## config.mk

```make
export PLATFORM = sky130hd
export DESIGN_NAME = expr_eval_flat
export DESIGN_NICKNAME = d
export VERILOG_FILES = /design/src/rtl/expr_eval_pkg.sv /design/src/rtl/expr_eval_if.sv /design/src/rtl/expr_eval_char_class.sv /design/src/rtl/expr_eval.sv /design/src/flat_wrapper.sv
export SDC_FILE = /design/constraint.sdc
export NUM_CORES = 1
export LEC_CHECK = 0
export BUFFER_PORTS_ARGS = -buffer_cell sky130_fd_sc_hd__buf_2
export CORE_MARGIN = 3
export CORE_UTILIZATION = 55
export DETAILED_ROUTE_END_ITERATION = 12
export GPL_ROUTABILITY_DRIVEN = 1
export MAX_ROUTING_LAYER = met4
export PLACE_DENSITY = 0.73
export SLEW_MARGIN = 15
export SYNTH_ARGS = -nofsm -noshare
export SYNTH_HDL_FRONTEND = slang
export SYNTH_SLANG_ARGS = --single-unit
```

## constraint.sdc

```tcl
create_clock -name clk -period 4.7 [get_ports clk]
set_input_delay 0.705 -clock clk [delete_from_list [all_inputs] [get_ports clk]]
set_output_delay 0.705 -clock clk [all_outputs]
set_load 0.01 [all_outputs]
```

## src/rtl/expr_eval_pkg.sv

```systemverilog
// Shared constants and types for the expression evaluator: ASCII codes,
// FSM state encoding and the character classes produced by char_class.
package expr_eval_pkg;

   localparam logic [7:0] CH_0     = 8'h30;
   localparam logic [7:0] CH_9     = 8'h39;
   localparam logic [7:0] CH_PLUS  = 8'h2B;
   localparam logic [7:0] CH_MINUS = 8'h2D;
   localparam logic [7:0] CH_MUL   = 8'h2A;
   localparam logic [7:0] CH_EQ    = 8'h3D;

   typedef enum logic [1:0] {
      EXPD = 2'd0,
      OPER = 2'd1,
      OPND = 2'd2,
      ERR  = 2'd3
   } state_t;

   typedef enum logic [2:0] {
      CLS_DIG = 3'd0,
      CLS_ADD = 3'd1,
      CLS_SUB = 3'd2,
      CLS_MUL = 3'd3,
      CLS_EQ  = 3'd4,
      CLS_BAD = 3'd5
   } cls_t;

endpackage

```

## src/rtl/expr_eval_if.sv

```systemverilog
// Character-in / result-out bundle of the expression evaluator.
// The slave side is the evaluator, the master side feeds characters.
interface expr_eval_if #(
   parameter int WIDTH = 16
);

   logic [7:0]       in;
   logic             in_valid;
   logic [WIDTH-1:0] result;
   logic             result_valid;
   logic             error;
   logic             busy;

   modport master (
      output in,
      output in_valid,
      input  result,
      input  result_valid,
      input  error,
      input  busy
   );

   modport slave (
      input  in,
      input  in_valid,
      output result,
      output result_valid,
      output error,
      output busy
   );

endinterface

```

## src/rtl/expr_eval_char_class.sv

```systemverilog
// Combinational classifier: maps an ASCII byte to its token class and,
// for digits, the numeric value 0..9.
module char_class
   import expr_eval_pkg::*;
(
   input  logic [7:0] ch_i,
   output cls_t       cls_o,
   output logic [3:0] digit_o
);

   // The low nibble of '0'..'9' is the digit value itself.
   assign digit_o = ch_i[3:0];

   always_comb begin
      cls_o = CLS_BAD;
      if (ch_i >= CH_0 && ch_i <= CH_9) begin
         cls_o = CLS_DIG;
      end else if (ch_i == CH_PLUS) begin
         cls_o = CLS_ADD;
      end else if (ch_i == CH_MINUS) begin
         cls_o = CLS_SUB;
      end else if (ch_i == CH_MUL) begin
         cls_o = CLS_MUL;
      end else if (ch_i == CH_EQ) begin
         cls_o = CLS_EQ;
      end
   end

endmodule

```

## src/rtl/expr_eval.sv

```systemverilog
// Streaming evaluator of single-digit +,-,* expressions terminated by '='.
// Products are folded into term; sums are folded into acc with a pending sign.
module expr_eval
   import expr_eval_pkg::*;
#(
   parameter int WIDTH = 16
) (
   input  logic       clk,
   input  logic       rst_n,
   expr_eval_if.slave bus
);

   cls_t       cls;
   logic [3:0] digit;

   char_class u_char_class (
      .ch_i    (bus.in),
      .cls_o   (cls),
      .digit_o (digit)
   );

   state_t           state_q, state_d;
   logic [WIDTH-1:0] acc_q, acc_d;
   logic [WIDTH-1:0] term_q, term_d;
   logic [WIDTH-1:0] result_q, result_d;
   logic             neg_q, neg_d;
   logic             mul_q, mul_d;
   logic             valid_q, valid_d;
   logic             error_q, error_d;

   logic [WIDTH-1:0] digitExt;
   logic [WIDTH-1:0] signedTerm;
   logic [WIDTH-1:0] sum;
   logic [WIDTH-1:0] product;

   assign digitExt   = {{(WIDTH-4){1'b0}}, digit};
   assign signedTerm = neg_q ? ({WIDTH{1'b0}} - term_q) : term_q;
   assign sum        = acc_q + signedTerm;
   assign product    = term_q * digitExt;

   // Next-state logic; result_valid is a pulse so it defaults low every cycle,
   // while result and error hold until the next strobe.
   always_comb begin
      state_d  = state_q;
      acc_d    = acc_q;
      term_d   = term_q;
      neg_d    = neg_q;
      mul_d    = mul_q;
      result_d = result_q;
      error_d  = error_q;
      valid_d  = 1'b0;

      if (bus.in_valid) begin
         case (state_q)
            EXPD: begin
               case (cls)
                  CLS_DIG: begin
                     term_d  = digitExt;
                     neg_d   = 1'b0;
                     mul_d   = 1'b0;
                     state_d = OPER;
                  end
                  CLS_EQ: begin
                     result_d = '0;
                     valid_d  = 1'b1;
                     error_d  = 1'b1;
                  end
                  default: state_d = ERR;
               endcase
            end

            OPND: begin
               case (cls)
                  CLS_DIG: begin
                     term_d  = mul_q ? product : digitExt;
                     state_d = OPER;
                  end
                  CLS_EQ: begin
                     result_d = '0;
                     valid_d  = 1'b1;
                     error_d  = 1'b1;
                     acc_d    = '0;
                     term_d   = '0;
                     neg_d    = 1'b0;
                     mul_d    = 1'b0;
                     state_d  = EXPD;
                  end
                  default: state_d = ERR;
               endcase
            end

            OPER: begin
               case (cls)
                  CLS_ADD, CLS_SUB: begin
                     acc_d   = sum;
                     neg_d   = (cls == CLS_SUB);
                     mul_d   = 1'b0;
                     state_d = OPND;
                  end
                  CLS_MUL: begin
                     mul_d   = 1'b1;
                     state_d = OPND;
                  end
                  CLS_EQ: begin
                     result_d = sum;
                     valid_d  = 1'b1;
                     error_d  = 1'b0;
                     acc_d    = '0;
                     term_d   = '0;
                     neg_d    = 1'b0;
                     mul_d    = 1'b0;
                     state_d  = EXPD;
                  end
                  default: state_d = ERR;
               endcase
            end

            ERR: begin
               if (cls == CLS_EQ) begin
                  result_d = '0;
                  valid_d  = 1'b1;
                  error_d  = 1'b1;
                  acc_d    = '0;
                  term_d   = '0;
                  neg_d    = 1'b0;
                  mul_d    = 1'b0;
                  state_d  = EXPD;
               end
            end

            default: state_d = EXPD;
         endcase
      end
   end

   always_ff @(posedge clk or negedge rst_n) begin
      if (!rst_n) begin
         state_q  <= EXPD;
         acc_q    <= '0;
         term_q   <= '0;
         neg_q    <= 1'b0;
         mul_q    <= 1'b0;
         result_q <= '0;
         valid_q  <= 1'b0;
         error_q  <= 1'b0;
      end else begin
         state_q  <= state_d;
         acc_q    <= acc_d;
         term_q   <= term_d;
         neg_q    <= neg_d;
         mul_q    <= mul_d;
         result_q <= result_d;
         valid_q  <= valid_d;
         error_q  <= error_d;
      end
   end

   assign bus.result       = result_q;
   assign bus.result_valid = valid_q;
   assign bus.error        = error_q;
   assign bus.busy         = (state_q != EXPD);

endmodule

```

## src/flat_wrapper.sv

```systemverilog
// flat-port wrapper written by rule: the top's interface ports become plain ports
module expr_eval_flat import expr_eval_pkg::*;
#(
   parameter int WIDTH = 16
)
  (clk, rst_n, bus_in, bus_in_valid, bus_result, bus_result_valid, bus_error, bus_busy);
  expr_eval_if #(.WIDTH(WIDTH)) bus_i ();
  input  logic clk;
  input  logic rst_n;
  input wire logic [$bits(bus_i.in)-1:0] bus_in;
  input wire logic [$bits(bus_i.in_valid)-1:0] bus_in_valid;
  output wire logic [$bits(bus_i.result)-1:0] bus_result;
  output wire logic [$bits(bus_i.result_valid)-1:0] bus_result_valid;
  output wire logic [$bits(bus_i.error)-1:0] bus_error;
  output wire logic [$bits(bus_i.busy)-1:0] bus_busy;
  assign bus_i.in = bus_in;
  assign bus_i.in_valid = bus_in_valid;
  assign bus_result = bus_i.result;
  assign bus_result_valid = bus_i.result_valid;
  assign bus_error = bus_i.error;
  assign bus_busy = bus_i.busy;
  expr_eval #(.WIDTH(WIDTH)) u_core (.clk(clk), .rst_n(rst_n), .bus(bus_i));
endmodule
```

---- Yosys cells after proc, flatten, opt, wreduce, memory -nomap -nowiden ----
Index checks and enable logic that the tools add are counted.
word-level totals
  register bits ........................... 54
  latch bits .............................. 0
  bits in writable memories ............... 0
  ROM bits ................................ 0
  bits of input ports ..................... 11
  output and inout port bits .............. 19
  logic and storage cells ................. 83
  memories ................................ 0
operators by class
  add/sub/neg operators ................... 2
  multiply operators ...................... 1
  divide/modulo/power cells ............... 0
  order comparisons ....................... 2
  equality and inequality tests ........... 21
  shift operators ......................... 0
  multiplexer cells ....................... 31
  bitwise gates (word level) .............. 0
  reduce and logical (&&, ||, !) cells .... 18
operators by type and width
  kind                                                            count
  one-hot mux 16 bit (2 select lines)                             4
  2-to-1 mux 16 bit                                               5
  one-hot mux 16 bit (3 select lines)                             1
  equality test 8 x 6 -> 1 bit, second input constant             4
  adder 16 bit                                                    1
  multiplier 16 x 4 -> 16 bit                                     1
  AND reduction 4 bit                                             4
  subtractor 1 x 16 -> 16 bit, first input constant               1
  2-to-1 mux 3 bit                                                4
  inequality test 2 x 1 -> 1 bit, second input constant           6
  one-hot mux 2 bit (2 select lines)                              3
  OR reduction 3 bit                                              3
  >= comparator 8 x 6 -> 1 bit, second input constant             1
  less-or-equal comparator 8 x 6 -> 1 bit, second input constant  1
  one-hot mux 2 bit (4 select lines)                              1
  2-to-1 mux 1 bit                                                7
  equality test 3 x 2 -> 1 bit, second input constant             2
  inequality test 3 x 1 -> 1 bit, second input constant           2
  one-hot mux 1 bit (2 select lines)                              3
  one-hot mux 1 bit (3 select lines)                              2
  AND reduction 3 bit                                             2
  OR reduction 2 bit                                              3
  equality test 2 bit, second input constant                      2
  nonzero test 2 bit                                              2
  10 further kinds                                                10

---- Depth between registers and ports, before layout ----
  depth after elaboration ................. 10
  depth in mapped cells ................... 14
  depth with buffers taken out ............ 13

---- Hierarchy ----
A second synthesis with hierarchy kept.
unflattened totals
  cells, all modules ...................... 585
  area, all modules ....................... 4,962.3 sq um
by module, submodules not included
  module      instances  cells each  area an instance (sq um)  seq. area each (sq um)
  expr_eval   1          565         4,835.9                   1,351.3
  char_class  1          20          126.4                     0.0

---- Worst setup path before layout ----
Ideal clock, no wire load.
  kind .................................... input -> register
  from .................................... input bus_in[3]
  to ...................................... register u_core.term_q[12]
  data arrival time ....................... 3,736 ps
  slack ................................... 843 ps
  stages .................................. 14
  path through ............................ buf_2 > clkbuf_1 > and2_1 > fa_1 > inv_1 > fa_1 > inv_1 > ha_1 > o21a_1 > o31a_1 > or3_1 > a41oi_2 > xnor2_1 > a22o_1
between the ends
  longest elaborated chain between the ends .. 9
  elaborated cells on any way between the ends .. 22
  those cells by class .................... 1 x mul; 2 x order compare; 8 x eq/ne; 8 x mux; 3 x reduce/logical
ends and longest elaborated chain
  item                                                                 line                source
  from (decl)                                                          flat_wrapper.sv:10  input wire logic [$bits(bus_i.in)-1:0] bus_in;
  branches (longest 9 deep; another with multiplier 16 x 4 -> 16 bit)  n/a
  to (signal assigned)                                                 expr_eval.sv:149    term_q <= term_d;
  to (decl)                                                            expr_eval.sv:24     logic [WIDTH-1:0] term_q, term_d;
Parallel ways; which one is timed is not known.
A chain may end at the register's enable or synchronous reset.

---- Worst setup path after layout ----
  from .................................... input bus_in[2]
  to ...................................... register u_core.term_q[12]
The elaborated chain is that of the path after synthesis.

==> results by group <==
Global route
  • Largest net degree at the start of global routing: 55
  • GRT Util Overall: 23.4%
  • Initial antenna violation count: 0
  • Vias in the first global route: 4023
  • Gr ovfl total: 0
  • First-pass GRT wire length: 19.4 mm

STA
  • Worst slew pin tran: 874 ps
  • Period minus WS final: 3750 ps
  • Final setup fails: 0
  • Fin Hold WS: 468 ps
  • Rel. slew slack: 41.8%
  • Final worst path period share: 79.9%
  • Slew Limit Fails: 0
  • Setup TNS Final: 0 ps
  • Clk_skew: 9.31 ps
  • Unrepaired setup endpoints after global routing: false
  • Fmax: 266 MHz
  • Final hold vios: 0

Die
  • Starting density of the core: 58.2%
  • Io pins: 30
  • Row cnt: 34
  • Die height: 103 um
  • Chip Width: 103 um
  • Total core area: 0.00893 mm^2
  • DIE AREA: 0.0107 mm^2

Yosys
  • Count leader, synth: nand2_1
  • Synthesized area: 0.00520 mm^2
  • Syn Inst Count: 580
  • Seq/Total Area, Yosys: 26.0%
  • YS warnings: 0
  • Synth area leaders: dfrtp_1 (26%), fa_1 (10%), ha_1 (7.7%), a22o_1 (5.2%), xnor2_1 (4.9%)
  • Syn Nets: 649
  • Synth cell count leaders: nand2_1 (62), inv_1 (61), dfrtp_1 (54), and2_1 (33), ha_1 (32)
  • Synthesis-stage register bit count: 54
  • Distinct cells, synth: 72
  • Ys async rst share: 100%
  • Mapped Avg Cell Area: 8.97 um^2
  • Top FF cell, synth: dfrtp_1
  • Post-synth EDFFs: 0
  • Synth top area share: 26.0%
  • Top cell type by total area after synthesis: dfrtp_1

Setup path
  • Worst setup path end: u_core.term_q[12]
  • Critical Path AT: 3950 ps
  • Crit path required time: 4900 ps
  • Slowest Stage Delay on Critical Path: 540 ps
  • CP bufs+invs: 3
  • Stages on the worst setup path: 13
  • Register-to-register setup slack: 1030 ps
  • Origin of the critical flop-to-flop path: u_core.term_q[3]
  • CP Max Fanout: 21
  • Kind of critical path: primary input to flip-flop
  • Slowest-stage cell, CP: fa_1
  • Critical path launch point: bus_in[2]
  • Worst setup SP type: primary input
  • CP endpoint kind: flip-flop
  • CP delay by family, top: adder cells
  • FF-to-FF End: u_core.term_q[12]
  • CP Cell Sequence: buf_2 -> and2_1 -> fa_1 -> inv_1 -> fa_1 -> inv_1 -> ha_1 -> nor2b_1 -> o31a_1 -> or3_1 -> a41oi_2 -> xnor2_1 -> a22o_1
  • R2R depth: 12

Pwr
  • Power Density: 184 mW/mm^2
  • Peak VDD IR: 0.0963 mV
  • Pleak: 0.00269 uW

Clock network
  • Post-CTS Setup Inserts: 0
  • CTS tree: done
  • CTS buffer count: 5
  • Maximum buffer depth of the clock tree: 2
  • Hold bufs inserted after CTS: 0
  • Clk Latency, worst-skew pair: 300 ps
  • Clock root cell: clkbuf_8
  • PostCTS Resize Cnt: 0
  • # clock sinks: 54
  • Htree depth: 2
  • Clock transition at path regs: 90 ps

Placed design
  • Post-place instance area: 0.00531 mm^2
  • RePlAce Congestion: 0.908
  • PortBufs: 29
  • Post-DP HPWL: 8.72 mm

Cells and area
  • # fillers: 761
  • Synthesis-to-finish area growth: 4.21%
  • N_diodes: 0
  • Final #Nets: 654
  • Layout cell share with drive strength beyond 1: 10.8%
  • Final instance area: 0.00542 mm^2

Route
  • Drt wl/cell: 16.2 um
  • Detailed Route WL: 11.2 mm
  • Via density: 5.97
  • First-iteration detailed-routing DRC count: 235
  • Final ANT Viol Nets: 0
  • Initial DRT Pass Iterations: 4
  • Drt drc: 0
  • DR vias: 4141

Flow run
  • Max capacitance violation total: 0

Worst hold path
  • Hold/Removal Path Class: flip-flop to flip-flop
  • Hold_sp: u_core.bus.result[0]

Status
  • Status: finished, final reports clean
-- worst min-delay path, delay by kind of cell, from the launching register on --
kind	cells	cell delay [ps]
AND/OR/NAND/NOR	2	100
flip-flops	1	350
-- metrics by stage --
stage | util (%) | total power [uW] | setup slack (ps) | instances
2_1_floorplan | - | 649 | 843 | 580
3_3_place_gp | 59.5 | 697 | 746 | 686
3_5_place_dp | 59.5 | 704 | 626 | 686
4_1_cts | 60.7 | 1010 | 956 | 694
5_1_grt | 60.7 | 1060 | 724 | 694
6_report | 60.7 | 998 | 947 | 694
-- worst min-delay path by stage --
stage                                       to  slack (ps)  cells past startpoint
after CTS                 u_core.bus.result[0]         470                      2
final                     u_core.bus.result[0]         470                      2
after floorplan                u_core.acc_q[0]         410                      0
after detailed placement  u_core.bus.result[0]         450                      2
after global routing      u_core.bus.result[0]         500                      2
after global placement    u_core.bus.result[0]         450                      2
-- layer usage --
layer / share of wire (%) / track usage [%]
met5: 0 / -
met4: 0.95 / 4.78
met3: 3.1 / 2.08
met2: 49 / 38.8
met1: 47 / 31.6
-- sequential cells by signal (all words and copies together), names as in the netlist --
| register | flops |
|---|---|
| u_core.term_q | 16 |
| u_core.acc_q | 16 |
| u_core.bus.error | 1 |
| u_core.state_q | 2 |
| u_core.bus.result | 16 |
| u_core.mul_q | 1 |
| u_core.neg_q | 1 |
| u_core.bus.result_valid | 1 |
-- layout by cell type, fill, tap and decap left out, types with 4 or more instances in the layout --
cell type  instances
a21o_1            11
a21oi_1           21
a22o_1            31
a22oi_1            4
a31oi_1            5
and2_1            33
and3_1             4
buf_2             29
clkbuf_8           5
dfrtp_1           54
fa_1              26
ha_1              32
inv_1             61
nand2_1           62
nand2b_1           9
nand3_1           12
nor2_1            17
nor2b_1            4
nor3_1             6
o2111ai_1          7
o211ai_1           6
o21a_1            10
o21ai_0           21
o31ai_1           10
or3_1              5
xnor2_1           29
xor2_1            10
-- final cells by class --
| cell class | instances | area [um^2] | share of cell area, % |
|---|---|---|---|
| Clock buffer | 7 | 76.3 | 1.41 |
| Inverter | 63 | 236 | 4.36 |
| Timing Repair Buffer | 30 | 153 | 2.82 |
| Multi-Input combinational cell | 431 | 3440 | 63.4 |
| Clock inverter | 1 | 30.0 | 0.554 |
| Tap cell | 108 | 135 | 2.49 |
| Sequential cell | 54 | 1350 | 24.9 |
-- cells by family after synthesis --
kind of cell | synth area share (%)
flip-flops | 26.0
buffers and inverters | 7.92
adder cells (fa/ha/maj) | 17.7
multiplexers | 0.433
XOR/XNOR | 6.57
AND/OR/NAND/NOR | 18.2
AO/OA/AOI/OAI | 23.2
-- report_power, final --
group / switching, uW / internal, uW / total [uW]
clock: 144 / 160 / 303
sequential: 21.0 / 474 / 495
combinational: 125 / 74.9 / 200
Note: power is estimated with default switching activity, not from simulation.
